## src/rtl/fft_butterfly_sequencer_if.sv

```systemverilog
// Handshake bundle between the FFT butterfly sequencer, the sample loader and
// the butterfly datapath / sample RAM.
interface fft_butterfly_sequencer_if #(
  parameter int LOG2N  = 8,
  parameter int ADDR_W = 9
);
  logic              fft_start;
  logic              abort;
  logic              bf_done;
  logic              bf_start;
  logic              mem_we;
  logic [ADDR_W-1:0] addr_a;
  logic [ADDR_W-1:0] addr_b;
  logic [LOG2N-2:0]  tw_idx;
  logic [2:0]        stage_idx;
  logic [LOG2N-2:0]  bfly_idx;
  logic              busy;
  logic              fft_done;

  modport master (
    input  fft_start, abort, bf_done,
    output bf_start, mem_we, addr_a, addr_b, tw_idx, stage_idx, bfly_idx, busy, fft_done
  );

  modport slave (
    output fft_start, abort, bf_done,
    input  bf_start, mem_we, addr_a, addr_b, tw_idx, stage_idx, bfly_idx, busy, fft_done
  );
endinterface

```

## src/rtl/fft_butterfly_sequencer.sv

```systemverilog
// Walks every stage/butterfly of an in-place radix-2 DIT FFT, issuing operand
// addresses and twiddle index, handshaking with the butterfly unit and strobing write-back.
module fft_butterfly_sequencer #(
  parameter int LOG2N  = 8,
  parameter int ADDR_W = 9
) (
  input  logic                     clk,
  input  logic                     n_rst,
  fft_butterfly_sequencer_if.master bus
);
  localparam int              JW         = LOG2N - 1;
  localparam logic [2:0]      LAST_STAGE = 3'(LOG2N - 1);
  localparam logic [JW-1:0]   LAST_BFLY  = {JW{1'b1}};

  typedef enum logic [2:0] {
    IDLE  = 3'd0,
    ISSUE = 3'd1,
    WAIT  = 3'd2,
    WRITE = 3'd3,
    DONE  = 3'd4
  } state_t;

  state_t            state_r;
  logic [2:0]        stage_r;
  logic [JW-1:0]     bfly_r;
  logic              bf_start_r;
  logic              mem_we_r;
  logic              fft_done_r;
  logic              busy_r;
  logic [ADDR_W-1:0] addr_a_r;
  logic [ADDR_W-1:0] addr_b_r;
  logic [JW-1:0]     tw_idx_r;

  logic [2:0]        nxt_stage_s;
  logic [JW-1:0]     nxt_bfly_s;
  logic              last_bfly_s;
  logic              last_stage_s;

  function automatic logic [LOG2N-1:0] half_of(input logic [2:0] s);
    return LOG2N'(1) << s;
  endfunction

  // The butterfly index j is split at bit s; a zero is inserted there to form the upper leg.
  function automatic logic [ADDR_W-1:0] calc_addr_a(input logic [2:0] s, input logic [JW-1:0] j);
    logic [LOG2N-1:0] jx;
    logic [LOG2N-1:0] lo;
    jx = {1'b0, j};
    lo = jx & (half_of(s) - LOG2N'(1));
    return ADDR_W'(((jx >> s) << ({1'b0, s} + 4'd1)) | lo);
  endfunction

  function automatic logic [ADDR_W-1:0] calc_addr_b(input logic [2:0] s, input logic [JW-1:0] j);
    return calc_addr_a(s, j) + ADDR_W'(half_of(s));
  endfunction

  function automatic logic [JW-1:0] calc_tw(input logic [2:0] s, input logic [JW-1:0] j);
    logic [LOG2N-1:0] lo;
    lo = {1'b0, j} & (half_of(s) - LOG2N'(1));
    return JW'(lo << (4'(LOG2N - 1) - {1'b0, s}));
  endfunction

  // Next butterfly/stage coordinates after the current write-back.
  always_comb begin
    last_bfly_s  = (bfly_r == LAST_BFLY);
    last_stage_s = (stage_r == LAST_STAGE);
    nxt_bfly_s   = bfly_r + JW'(1);
    if (last_bfly_s) begin
      nxt_stage_s = stage_r + 3'd1;
    end else begin
      nxt_stage_s = stage_r;
    end
  end

  // Sequencer state, counters and all registered outputs.
  always_ff @(posedge clk or negedge n_rst) begin
    if (!n_rst) begin
      state_r    <= IDLE;
      stage_r    <= 3'd0;
      bfly_r     <= {JW{1'b0}};
      bf_start_r <= 1'b0;
      mem_we_r   <= 1'b0;
      fft_done_r <= 1'b0;
      busy_r     <= 1'b0;
      addr_a_r   <= {ADDR_W{1'b0}};
      addr_b_r   <= {ADDR_W{1'b0}};
      tw_idx_r   <= {JW{1'b0}};
    end else begin
      bf_start_r <= 1'b0;
      mem_we_r   <= 1'b0;
      fft_done_r <= 1'b0;
      if (bus.abort) begin
        state_r  <= IDLE;
        stage_r  <= 3'd0;
        bfly_r   <= {JW{1'b0}};
        busy_r   <= 1'b0;
        addr_a_r <= {ADDR_W{1'b0}};
        addr_b_r <= {ADDR_W{1'b0}};
        tw_idx_r <= {JW{1'b0}};
      end else begin
        case (state_r)
          IDLE: begin
            if (bus.fft_start) begin
              state_r    <= ISSUE;
              busy_r     <= 1'b1;
              bf_start_r <= 1'b1;
              stage_r    <= 3'd0;
              bfly_r     <= {JW{1'b0}};
              addr_a_r   <= calc_addr_a(3'd0, {JW{1'b0}});
              addr_b_r   <= calc_addr_b(3'd0, {JW{1'b0}});
              tw_idx_r   <= calc_tw(3'd0, {JW{1'b0}});
            end else begin
              state_r <= IDLE;
            end
          end
          ISSUE: begin
            state_r <= WAIT;
          end
          WAIT: begin
            if (bus.bf_done) begin
              state_r  <= WRITE;
              mem_we_r <= 1'b1;
            end else begin
              state_r <= WAIT;
            end
          end
          WRITE: begin
            if (last_bfly_s && last_stage_s) begin
              state_r    <= DONE;
              fft_done_r <= 1'b1;
            end else begin
              state_r    <= ISSUE;
              bf_start_r <= 1'b1;
              stage_r    <= nxt_stage_s;
              bfly_r     <= nxt_bfly_s;
              addr_a_r   <= calc_addr_a(nxt_stage_s, nxt_bfly_s);
              addr_b_r   <= calc_addr_b(nxt_stage_s, nxt_bfly_s);
              tw_idx_r   <= calc_tw(nxt_stage_s, nxt_bfly_s);
            end
          end
          DONE: begin
            state_r  <= IDLE;
            busy_r   <= 1'b0;
            stage_r  <= 3'd0;
            bfly_r   <= {JW{1'b0}};
            addr_a_r <= {ADDR_W{1'b0}};
            addr_b_r <= {ADDR_W{1'b0}};
            tw_idx_r <= {JW{1'b0}};
          end
          default: begin
            state_r  <= IDLE;
            busy_r   <= 1'b0;
            stage_r  <= 3'd0;
            bfly_r   <= {JW{1'b0}};
            addr_a_r <= {ADDR_W{1'b0}};
            addr_b_r <= {ADDR_W{1'b0}};
            tw_idx_r <= {JW{1'b0}};
          end
        endcase
      end
    end
  end

  assign bus.bf_start  = bf_start_r;
  assign bus.mem_we    = mem_we_r;
  assign bus.fft_done  = fft_done_r;
  assign bus.busy      = busy_r;
  assign bus.addr_a    = addr_a_r;
  assign bus.addr_b    = addr_b_r;
  assign bus.tw_idx    = tw_idx_r;
  assign bus.stage_idx = stage_r;
  assign bus.bfly_idx  = bfly_r;
endmodule

```

## src/flat_wrapper.sv

```systemverilog
// flat-port wrapper written by rule: the top's interface ports become plain ports
module fft_butterfly_sequencer_flat 
#(
  parameter int LOG2N  = 8,
  parameter int ADDR_W = 9
)
  (clk, n_rst, bus_fft_start, bus_abort, bus_bf_done, bus_bf_start, bus_mem_we, bus_addr_a, bus_addr_b, bus_tw_idx, bus_stage_idx, bus_bfly_idx, bus_busy, bus_fft_done);
  fft_butterfly_sequencer_if #(.LOG2N(LOG2N), .ADDR_W(ADDR_W)) bus_i ();
  input  logic clk;
  input  logic n_rst;
  input wire logic [$bits(bus_i.fft_start)-1:0] bus_fft_start;
  input wire logic [$bits(bus_i.abort)-1:0] bus_abort;
  input wire logic [$bits(bus_i.bf_done)-1:0] bus_bf_done;
  output wire logic [$bits(bus_i.bf_start)-1:0] bus_bf_start;
  output wire logic [$bits(bus_i.mem_we)-1:0] bus_mem_we;
  output wire logic [$bits(bus_i.addr_a)-1:0] bus_addr_a;
  output wire logic [$bits(bus_i.addr_b)-1:0] bus_addr_b;
  output wire logic [$bits(bus_i.tw_idx)-1:0] bus_tw_idx;
  output wire logic [$bits(bus_i.stage_idx)-1:0] bus_stage_idx;
  output wire logic [$bits(bus_i.bfly_idx)-1:0] bus_bfly_idx;
  output wire logic [$bits(bus_i.busy)-1:0] bus_busy;
  output wire logic [$bits(bus_i.fft_done)-1:0] bus_fft_done;
  assign bus_i.fft_start = bus_fft_start;
  assign bus_i.abort = bus_abort;
  assign bus_i.bf_done = bus_bf_done;
  assign bus_bf_start = bus_i.bf_start;
  assign bus_mem_we = bus_i.mem_we;
  assign bus_addr_a = bus_i.addr_a;
  assign bus_addr_b = bus_i.addr_b;
  assign bus_tw_idx = bus_i.tw_idx;
  assign bus_stage_idx = bus_i.stage_idx;
  assign bus_bfly_idx = bus_i.bfly_idx;
  assign bus_busy = bus_i.busy;
  assign bus_fft_done = bus_i.fft_done;
  fft_butterfly_sequencer #(.LOG2N(LOG2N), .ADDR_W(ADDR_W)) u_core (.clk(clk), .n_rst(n_rst), .bus(bus_i));
endmodule
```

## config.mk

```make
export PLATFORM = sky130hd
export DESIGN_NAME = fft_butterfly_sequencer_flat
export DESIGN_NICKNAME = d
export VERILOG_FILES = /design/src/rtl/fft_butterfly_sequencer_if.sv /design/src/rtl/fft_butterfly_sequencer.sv /design/src/flat_wrapper.sv
export SDC_FILE = /design/constraint.sdc
export NUM_CORES = 1
export LEC_CHECK = 0
export ABC_AREA = 1
export BUFFER_PORTS_ARGS = -buffer_cell sky130_fd_sc_hd__buf_2
export CAP_MARGIN = 20
export CORE_AREA = 2 2 80 82
export DETAILED_ROUTE_END_ITERATION = 12
export DIE_AREA = 0 0 82 84
export PLACE_DENSITY = 0.75
export SLEW_MARGIN = 20
export SYNTH_ARGS = -nofsm -noshare
export SYNTH_HDL_FRONTEND = slang
export SYNTH_SLANG_ARGS = --single-unit
```

## constraint.sdc

```tcl
create_clock -name clk -period 3.7 [get_ports clk]
set_input_delay 0.185 -clock clk [delete_from_list [all_inputs] [get_ports clk]]
set_output_delay 0.185 -clock clk [all_outputs]
set_load 0.05 [all_outputs]
```

==> metrics.cfg, run 1 <==
[power]
ir_worst_vdd_v = 0.000155
powerDensity_nw_per_um2 = 215
clkPwrFrac_pct = 35.5
seqPwrFrac_pct = 54.5
switching_share_pct = 26.7
p_total_mw = 0.865
pwr-share-comb_pct = 10.0
switchingPower_mw = 0.231
p_int_mw = 0.634
leakage_nw = 2.14

[sta]
tightest_slew_ns = 0.956
slew_headroom_pct = 36.3
hold_viol = 0
timing.hold.ws_ns = 0.0300
clock.fmax_ghz = 0.272
post-route-min-period_ns = 3.67
skew_ns = 0.00678
final-setup-viol-count = 0
finalCritPeriodShare_pct = 99.2
drv_slew = 0
rsz0062_at_grt = true

[clock_tree]
htreeDepth = 2
cts_tree = yes
clock-sinks = 42
cts_root_buffer = clkbuf_8
postCtsHoldBufs = 0
cts.path.max_buffers = 2
insertion_delay_ns = 0.30
numCtsBuffers = 5
cts.clk_slew.worst_paths_ns = 0.08

[yosys]
synth_xor_area_share_pct = 0.289
syn_area_per_cell_um2 = 7.31
ys_types = 37
synth_warnings = 0
synthesis.nets = 435
ys_ff_latch = 42
synth_fa_ha_area_share_pct = 6.86
syn_inst = 414
synthSimpleGateAreaFrac_pct = 38.6
syn_area_um2 = 3030
synthMuxAreaShare_pct = 0
ys_seq_area_share_pct = 34.7
synth-compound-area-share_pct = 11.1
synth_top_family_by_area = simple AND/OR/NAND/NOR gates

[job]
maxCapViolCount = 0

[layout]
nNetsFinal = 520
area_growth_pct = 32.6
layout-drive-gt1-share_pct = 38.1
layout_common_cells = nand2_1, buf_2, buf_4, dfrtp_1, inv_1
n_antenna_cell = 0
fillers = 508
final_common_cell = nand2_1

[grt]
grt.total_usage_pct = 24.8
antenna_found_initial = 0
grt_start_max_net_pins = 43
grt_pass1_wl_um = 13300
grt_pass1_vias = 2818
grt-ovfl-total = 0

[detailed_routing]
vias = 3232
antenna_left = 0
viasPerCell = 5.61
dr.pass1.iters = 6
drc = 0
wl_per_cell_um = 16.0
wirelength_um = 9200
drtIter0Drc = 423

[setup_path]
critPathMaxFanout = 7
required_ns = 3.89
end_kind = register
rr_worst_depth = 29
reg2reg_to = u_core.bus.addr_b[8]$_DFFE_PN0P_
cp-start-kind = register
worstSetupEndpoint = u_core.bus.addr_b[8]$_DFFE_PN0P_
arrival_ns = 3.86
ff2ff_setup_slack_ns = 0.03
crit_path_top_delay_cell = dfrtp_2
startpoint = u_core.bus.bfly_idx[1]$_DFFE_PN0P_
slowest_delay_ns = 0.42
path_class = reg -> reg
r2r_start = u_core.bus.bfly_idx[1]$_DFFE_PN0P_

[place]
dp_hpwl_um = 6000
place_congestion = 0.974
port_buffers = 43

[floorplanning]
rows = 29
die_width_um = 82
die_area_um2 = 6890
core_area_um2 = 6100
initial_core_util_pct = 49.7
die_y_um = 84
ios = 44

[worst_hold_path]
min_path_type = in -> async

[status]
status = finished clean

## critical path: cells and delay by family, from the launching register on
family	cells	cell delay [ns]
adder cells (fa/ha/maj)	4	1.01
AND/OR/NAND/NOR	15	1.30
buffers and inverters	6	0.37
flip-flops	1	0.42
AO/OA/AOI/OAI	4	0.48
## cell type report
cell class              count  area, um2  share of cell area, %
multi-input cells         319       1970                   49.1
flip-flops and latches     42       1060                   26.4
repair buffers             90        642                   16.0
inverters                  41        159                   3.96
well taps                  77       96.3                   2.40
clock buffers               7       86.3                   2.15
## state kept, by name, indices dropped and copies added, names as in the netlist
name,flops
u_core.bus.stage_idx,3
u_core.bus.addr_b,9
u_core.bus.tw_idx,7
u_core.bus.mem_we,1
u_core.state_r,3
u_core.bus.fft_done,1
u_core.bus.bfly_idx,7
u_core.bus.addr_a,9
u_core.bus.bf_start,1
u_core.bus.busy,1
## worst min-delay path by stage
| stage | end | slack (ns) | cells past startpoint |
|---|---|---|---|
| finish | u_core.state_r[2]$_DFF_PN0_ | 0.03 | 1 |
| global route | u_core.bus.mem_we$_DFF_PN0_ | 0.09 | 2 |
| floorplan | u_core.bus.addr_a[0]$_DFFE_PN0P_ | -0.11 | 0 |
| CTS | u_core.state_r[2]$_DFF_PN0_ | 0.07 | 1 |
| detailed placement | u_core.state_r[2]$_DFF_PN0_ | 0.38 | 1 |
| global placement | u_core.bus.fft_done$_DFF_PN0_ | 0.37 | 1 |
## cells by family after synthesis
family                   count (synthesis)
AND/OR/NAND/NOR                        247
XOR/XNOR                                 1
AO/OA/AOI/OAI                           53
adder cells (fa/ha/maj)                 16
buffers and inverters                   55
flip-flops                              42
## stage by stage
stage	setup WS (ns)	setup TNS, ns	utilization (%)	area (um2)	instances
final	0.0297	0	65.9	4020	576
after global routing	-0.156	-0.292	65.9	4020	576
after CTS	0.00352	0	58.0	3530	546
after detailed placement	-0.0591	-0.0591	56.4	3440	539
after global placement	0.0781	0	56.4	3440	539
after floorplan	0.0189	0	-	3090	414
## metal layers
metal	track usage, %	part of all wire (%)	vias up
li1	-	-	1526
met1	35.2	44	1501
met2	39.2	47	171
met3	3.46	6.0	34
met4	6.82	2.8	0
met5	0	0	-
## synthesized netlist by cell type
| cell | instances | area, um2 |
|---|---|---|
| dfrtp_1 | 42 | 1050 |
| fa_1 | 1 | 20.0 |
| o21ai_4 | 2 | 32.5 |
| o211ai_1 | 4 | 30.0 |
| clkbuf_1 | 2 | 7.51 |
| buf_6 | 5 | 56.3 |
| inv_1 | 36 | 135 |
| nor4_1 | 1 | 6.26 |
| o21ai_2 | 2 | 17.5 |
| nand3_1 | 38 | 190 |
| buf_4 | 2 | 15.0 |
| inv_2 | 5 | 18.8 |
| buf_2 | 4 | 20.0 |
| nor2_1 | 25 | 93.8 |
| nand3_2 | 10 | 100 |
| a21oi_1 | 9 | 45.0 |
| nand4_1 | 5 | 31.3 |
| a22o_1 | 2 | 17.5 |
| nor3_1 | 1 | 5.00 |
| xor2_1 | 1 | 8.76 |
| o311ai_1 | 1 | 8.76 |
| o22ai_1 | 6 | 37.5 |
| a22oi_1 | 1 | 7.51 |
| nor2_2 | 4 | 25.0 |
| nor2_4 | 3 | 33.8 |
| a32o_1 | 1 | 10.0 |
| o21bai_1 | 1 | 7.51 |
| o21ai_0 | 14 | 70.1 |
| nand2_1 | 139 | 522 |
| a31oi_1 | 1 | 6.26 |
| buf_1 | 1 | 3.75 |
| nand2_4 | 6 | 67.6 |
| and2_1 | 1 | 6.26 |
| o21ai_1 | 9 | 45.0 |
| ha_1 | 15 | 188 |
| nand2_2 | 13 | 81.3 |
| or2_2 | 1 | 6.26 |
## power by group through the flow
stage	Combinational [mW]	Sequential, mW	Clock (mW)
global placement	0.0821	0.480	0
floorplan	0.0333	0.501	0
finish	0.0864	0.471	0.307
global route	0.0941	0.472	0.333
detailed placement	0.0842	0.480	0
CTS	0.0844	0.471	0.318
## repair_timing
| action | CTS | global route |
|---|---|---|
| gates resized for setup | 2 | 50 |
| setup endpoints to repair | 1 | 4 |
| gates cloned | 0 | 3 |
| pin swaps | 1 | 31 |
| buffers inserted | 0 | 27 |
Power figures use the tool's default switching activity.
==> run 2: changes to the inputs <==
--- a/config.mk
+++ b/config.mk
@@ -8,10 +8,10 @@
 export ABC_AREA = 1
 export BUFFER_PORTS_ARGS = -buffer_cell sky130_fd_sc_hd__buf_2
 export CAP_MARGIN = 20
-export CORE_AREA = 2 2 80 82
+export CORE_AREA = 2 2 86 88
 export DETAILED_ROUTE_END_ITERATION = 12
-export DIE_AREA = 0 0 82 84
-export PLACE_DENSITY = 0.75
+export DIE_AREA = 0 0 88 90
+export PLACE_DENSITY = 0.66
 export SLEW_MARGIN = 20
 export SYNTH_ARGS = -nofsm -noshare
 export SYNTH_HDL_FRONTEND = slang
==> run 2 against run 1 <==
  * Via count shrank 9.9%
  * Clock power grew 4%
  * Design area shrank 7.4%
  * Global-route usage shrank 4.2 points
  * Critical endpoint unchanged
  * Flip-flop and latch count is the same
  * Die area grew 15%
  * Clock skew shrank 0.0018 ns
  * Register-to-register slack gained 0.19 ns
==> metrics.cfg, run 2 (same netlist as run 1, synthesis figures left out) <==
[status]
status = finished clean

[place]
dp_hpwl_um = 5840  ; -2.6%
port_buffers = 43  ; unchanged
place_ws_ns = -0.0526  ; +0.00645 ns
place_congestion = 0.881  ; -9.6%

[floorplanning]
die_width_um = 88  ; +7.3%
rows = 31  ; +6.9%
die_area_um2 = 7920  ; +15%
initial_core_util_pct = 43.1  ; -6.5 points
ios = 44  ; unchanged
core_area_um2 = 7020  ; +15%
die_y_um = 90  ; +7.1%

[clock_tree]
cts_tree = yes
cts.clk_slew.worst_paths_ns = 0.08  ; about the same
insertion_delay_ns = 0.30  ; about the same
numCtsBuffers = 5  ; unchanged
htreeDepth = 2  ; unchanged
cts.path.max_buffers = 2  ; unchanged
cts_root_buffer = clkbuf_8
clock-sinks = 42  ; unchanged

[detailed_routing]
wirelength_um = 7830  ; -15%
dr.pass1.iters = 4  ; -2
antenna_left = 0  ; unchanged
vias = 2912  ; -9.9%
drtIter0Drc = 139  ; -67%
wl_per_cell_um = 13.6  ; -15%
drc = 0  ; unchanged
viasPerCell = 5.05  ; -10%

[sta]
post-route-min-period_ns = 3.48  ; -0.194 ns
finalCritPeriodShare_pct = 93.9  ; -5.3 points
clock.fmax_ghz = 0.288  ; +5.6%
rsz0062_at_grt = true
hold_viol = 0  ; unchanged
drv_slew = 0  ; unchanged
skew_ns = 0.00501  ; -0.00177 ns
slew_headroom_pct = 63.2  ; +27 points
final-setup-viol-count = 0  ; unchanged
tightest_slew_ns = 0.552  ; -0.404 ns
setup_ws_ns = 0.224  ; +0.194 ns

[grt]
grt.total_usage_pct = 20.7  ; -4.2 points
grt.busiest_layer = met2
grt_use_met1_pct = 28.3  ; -6.9 points
grt-ovfl-total = 0  ; unchanged
antenna_found_initial = 0  ; unchanged
gr-usage-met3_pct = 3.21  ; -0.25 points
grt_pass1_vias = 2785  ; -1.2%
use_met2_pct = 33.1  ; -6.1 points
grt_start_max_net_pins = 43  ; unchanged
grt_pass1_wl_um = 12900  ; -3.1%

[setup_path]
slowest_delay_ns = 0.43  ; about the same
arrival_ns = 3.68  ; -0.18 ns
crit_path_top_delay_cell = dfrtp_2
path_depth = 30  ; +3.4%
path_class = reg -> reg
crit_path_frequent_cell = nand2_2
critPathMaxFanout = 8  ; +1
crit_buf_inv = 7  ; +1
required_ns = 3.90  ; about the same
end_kind = register
cp-start-kind = register
crit_family = simple AND/OR/NAND/NOR gates
rr_worst_depth = 30  ; +3.4%

[job]
maxCapViolCount = 0  ; unchanged

[worst_hold_path]
min_path_cells = 2
min_path_type = in -> reg

[power]
powerDensity_nw_per_um2 = 235  ; +9.3%
ir_worst_vdd_v = 0.000211  ; +36%
leakage_nw = 2.00  ; -6.1%

[layout]
layout-drive-gt1-share_pct = 31.4  ; -6.7 points
area_growth_pct = 22.9
fillers = 690  ; +36%
n_antenna_cell = 0  ; unchanged
layout_common_cells = nand2_1, buf_2, nand3_1, inv_1, dfrtp_1
nNetsFinal = 498  ; -4.2%
fin_util_pct = 53.0  ; -13 points
final_common_cell = nand2_1

[run 2: changes by cell type in the layout (fill, tap and decap cells not counted), sizes merged]
cell / previous run / this run
buf: 88 / 69
clkbuf: 9 / 6
nand2: 160 / 158
clkinv: 0 / 1
clkinvlp: 0 / 1
dlygate4sd3: 0 / 1
[run 2: timing repair]
item | CTS | global route
buffers inserted | 2 | 8
endpoints found under the setup margin | 2 | 3
gates resized for setup | 2 | 20
hold buffers | 0 | 1
pin swaps | 1 | 14
hold endpoints to repair | 0 | 21
[run 2: final timing paths]
check	slack, ns	endpoint	start
max	0.22	u_core.bus.addr_b[8]$_DFFE_PN0P_	u_core.bus.bfly_idx[0]$_DFFE_PN0P_
min	0.07	u_core.bus.mem_we$_DFF_PN0_	bus_abort
max reg2reg	0.22	u_core.bus.addr_b[8]$_DFFE_PN0P_	u_core.bus.bfly_idx[0]$_DFFE_PN0P_
min reg2reg	0.47	u_core.bus.mem_we$_DFF_PN0_	u_core.state_r[2]$_DFF_PN0_
max in group asynchronous	2.80	u_core.bus.stage_idx[1]$_DFFE_PN0P_	n_rst
min in group asynchronous	0.41	u_core.bus.bfly_idx[4]$_DFFE_PN0P_	n_rst
[run 2: worst register-to-register path, delay by kind of cell, from the launching register on]
| family | cells | cell delay, ns |
|---|---|---|
| and+or+nand+nor | 16 | 1.26 |
| adders and majority gates | 4 | 0.95 |
| buffers and inverters | 7 | 0.53 |
| DFF | 1 | 0.43 |
| AOI/OAI and AO/OA | 3 | 0.19 |
[run 2: metal layers]
| metal | part of all wire (%) | up-vias |
|---|---|---|
| li1 | - | 1475 |
| met1 | 47 | 1348 |
| met2 | 47 | 76 |
| met5 | 0 | - |
| met4 | 1.7 | 0 |
| met3 | 4.3 | 13 |
[run 2: cell type report]
class,count,area (um2),area share [%]
sequential,42,1060,28.6
multi-input combinational,317,1820,48.9
tap,99,124,3.33
inverter,41,156,4.20
clock buffer,6,82.6,2.22
timing repair buffer,70,463,12.4
clock inverter,2,12.5,0.336
[run 2: per-stage QoR]
step / instance area (um2) / power (mW) / cells / hold WS, ns / setup TNS (ns)
finish: 3720 / 0.875 / 577 / 0.0671 / 0
global route: 3720 / 0.911 / 577 / 0.0679 / -0.0782
CTS: 3550 / 0.885 / 567 / 0.0570 / 0
detailed placement: 3430 / 0.564 / 557 / 0.388 / -0.0539
global placement: 3430 / 0.563 / 557 / 0.375 / 0
floorplan: 3090 / 0.534 / 414 / -0.111 / 0
[run 2: power by group]
part / switching (mW) / total, mW / internal [mW]
sequential: 0.00495 / 0.472 / 0.467
combinational: 0.0643 / 0.0860 / 0.0216
clock: 0.168 / 0.318 / 0.150
==> run 3: changes to the inputs <==
--- a/config.mk
+++ b/config.mk
@@ -12,6 +12,7 @@
 export DETAILED_ROUTE_END_ITERATION = 12
 export DIE_AREA = 0 0 88 90
 export PLACE_DENSITY = 0.66
+export REMOVE_ABC_BUFFERS = 1
 export SLEW_MARGIN = 20
 export SYNTH_ARGS = -nofsm -noshare
 export SYNTH_HDL_FRONTEND = slang
==> run 3 against run 2 <==
  * Die area did not move
  * Design area is 1.2% higher
  * Power is 6.5% higher
  * Setup slack got worse by 0.076 ns
  * Maximum frequency decreased by 2.1%
  * Utilization rose by 0.66 points
  * Critical endpoint is now u_core.bus.addr_b[7]$_DFFE_PN0P_
  * Largest power group unchanged
==> metrics.cfg, run 3 (same netlist as run 1, synthesis figures left out) <==
[clock_tree]
postCtsHoldBufs = 0  ; unchanged
numCtsBuffers = 5  ; unchanged
cts.clk_slew.worst_paths_ns = 0.08  ; about the same
cts_root_buffer = clkbuf_8
clock-sinks = 42  ; unchanged
htreeDepth = 2  ; unchanged
cts.path.max_buffers = 2  ; unchanged
cts_tree = yes
insertion_delay_ns = 0.31  ; about the same

[layout]
fin_util_pct = 53.6  ; +0.66 points
finalInstanceArea_um2 = 3770  ; +1.2%
final_common_cell = nand2_1
layout-drive-gt1-share_pct = 30.8  ; -0.56 points
layout_common_cells = nand2_1, buf_2, dfrtp_1, nand3_1, buf_4
nNetsFinal = 510  ; +2.4%
n_antenna_cell = 0  ; unchanged
area_growth_pct = 24.4
fin_cells = 589  ; +2.1%

[grt]
grt-ovfl-total = 0  ; unchanged
gr-usage-met3_pct = 3.58  ; +0.37 points
grt_pass1_vias = 2907  ; +4.4%
grt_use_met1_pct = 31.0  ; +2.7 points
antenna_found_initial = 0  ; unchanged
grt.total_usage_pct = 21.7  ; +1.0 points
grt_start_max_net_pins = 43  ; unchanged
grt_pass1_wl_um = 13800  ; +6.3%
grt.busiest_layer = met2
use_met2_pct = 32.8  ; -0.32 points

[detailed_routing]
antenna_left = 0  ; unchanged
drtIter0Drc = 166  ; +19%
dr.pass1.iters = 6  ; +2
wirelength_um = 8170  ; +4.3%
vias = 2994  ; +2.8%
drc = 0  ; unchanged
viasPerCell = 5.08  ; +0.72%
wl_per_cell_um = 13.9  ; +2.1%

[setup_path]
slowest_delay_ns = 0.37  ; -0.06 ns
crit_path_top_delay_cell = dfrtp_1
arrival_ns = 3.79  ; +0.11 ns
rr_worst_depth = 26  ; -13%
cp-start-kind = register
crit_path_frequent_cell = nand2_1
r2r_start = u_core.bus.bfly_idx[0]$_DFFE_PN0P_
startpoint = u_core.bus.bfly_idx[0]$_DFFE_PN0P_
end_kind = register
required_ns = 3.94  ; +0.04 ns
critPathMaxFanout = 5  ; -3
path_class = reg -> reg

[sta]
finalCritPeriodShare_pct = 96.0  ; +2.1 points
setup_ws_ns = 0.148  ; -0.0759 ns
timing.hold.ws_ns = 0.0111  ; -0.0561 ns
post-route-min-period_ns = 3.55  ; +0.0759 ns
drv_slew = 0  ; unchanged
clock.fmax_ghz = 0.282  ; -2.1%
skew_ns = 0.0154  ; +0.0104 ns
slew_headroom_pct = 38.6  ; -25 points
hold_viol = 0  ; unchanged
tightest_slew_ns = 0.920  ; +0.369 ns
tns_ns = 0  ; unchanged
final-setup-viol-count = 0  ; unchanged
rsz0062_at_grt = true

[floorplanning]
ios = 44  ; unchanged
core_area_um2 = 7020  ; unchanged
die_area_um2 = 7920  ; unchanged
die_width_um = 88  ; unchanged
die_y_um = 90  ; unchanged
initial_core_util_pct = 43.1  ; unchanged
rows = 31  ; unchanged

[place]
place_congestion = 0.923  ; +4.8%
placed_area_um2 = 3450  ; +0.47%
place_ws_ns = -0.0109  ; +0.0417 ns
dp_hpwl_um = 6000  ; +2.7%
port_buffers = 43  ; unchanged
place_inst = 565  ; +1.4%

[power]
ir_worst_vdd_v = 0.000178  ; -16%
p_total_mw = 0.932  ; +6.5%
powerDensity_nw_per_um2 = 248  ; +5.2%
leakage_nw = 2.05  ; +2.3%

[status]
status = finished clean

[job]
maxCapViolCount = 0  ; unchanged

[worst_hold_path]
min_path_type = in -> async

[run 3: where the power goes]
group          switching [mW]  total (mW)  leakage, nW  internal (mW)
logic                  0.0651      0.0834         1.42         0.0183
registers             0.00475       0.471        0.582          0.467
clock network           0.176       0.377       0.0514          0.202
total                   0.246       0.932         2.05          0.687
[run 3: path summary, 6_finish.rpt]
| check | endpoint | slack (ns) |
|---|---|---|
| worst max-delay path | u_core.bus.addr_b[7]$_DFFE_PN0P_ | 0.15 |
| worst min-delay path | u_core.bus.addr_a[4]$_DFFE_PN0P_ | 0.01 |
| worst max register to register | u_core.bus.addr_b[7]$_DFFE_PN0P_ | 0.15 |
| worst min register to register | u_core.bus.mem_we$_DFF_PN0_ | 0.47 |
| max in group asynchronous | u_core.bus.bfly_idx[0]$_DFFE_PN0P_ | 3.11 |
| min in group clk | u_core.bus.mem_we$_DFF_PN0_ | 0.07 |
[run 3: timing repair]
| item | CTS | global route |
|---|---|---|
| gates resized for setup | 1 | 18 |
| pin swaps | 0 | 8 |
| cloned | 0 | 1 |
| setup buffers | 0 | 15 |
| endpoints found under the setup margin | 1 | 4 |
[run 3: layer usage]
layer	wire length, um	vias to the layer above
met3	383	15
met5	0	-
li1	-	1498
met4	200	0
met1	3930	1399
met2	3650	82
[run 3: area by class of cell]
class	instances	area (um2)
Fill cell	676	3250
Multi-Input combinational cell	318	1810
Sequential cell	42	1050
Timing Repair Buffer	81	517
Inverter	41	154
Tap cell	99	124
Clock buffer	6	72.6
Clock inverter	2	37.5
[run 3: critical path, delay by kind of cell (launching register included)]
family                   cells  cell delay, ns
flip-flops                   1            0.37
adder cells (fa/ha/maj)      3            0.75
AO/OA/AOI/OAI                6            0.84
AND/OR/NAND/NOR             13            1.18
buffers and inverters        4            0.36
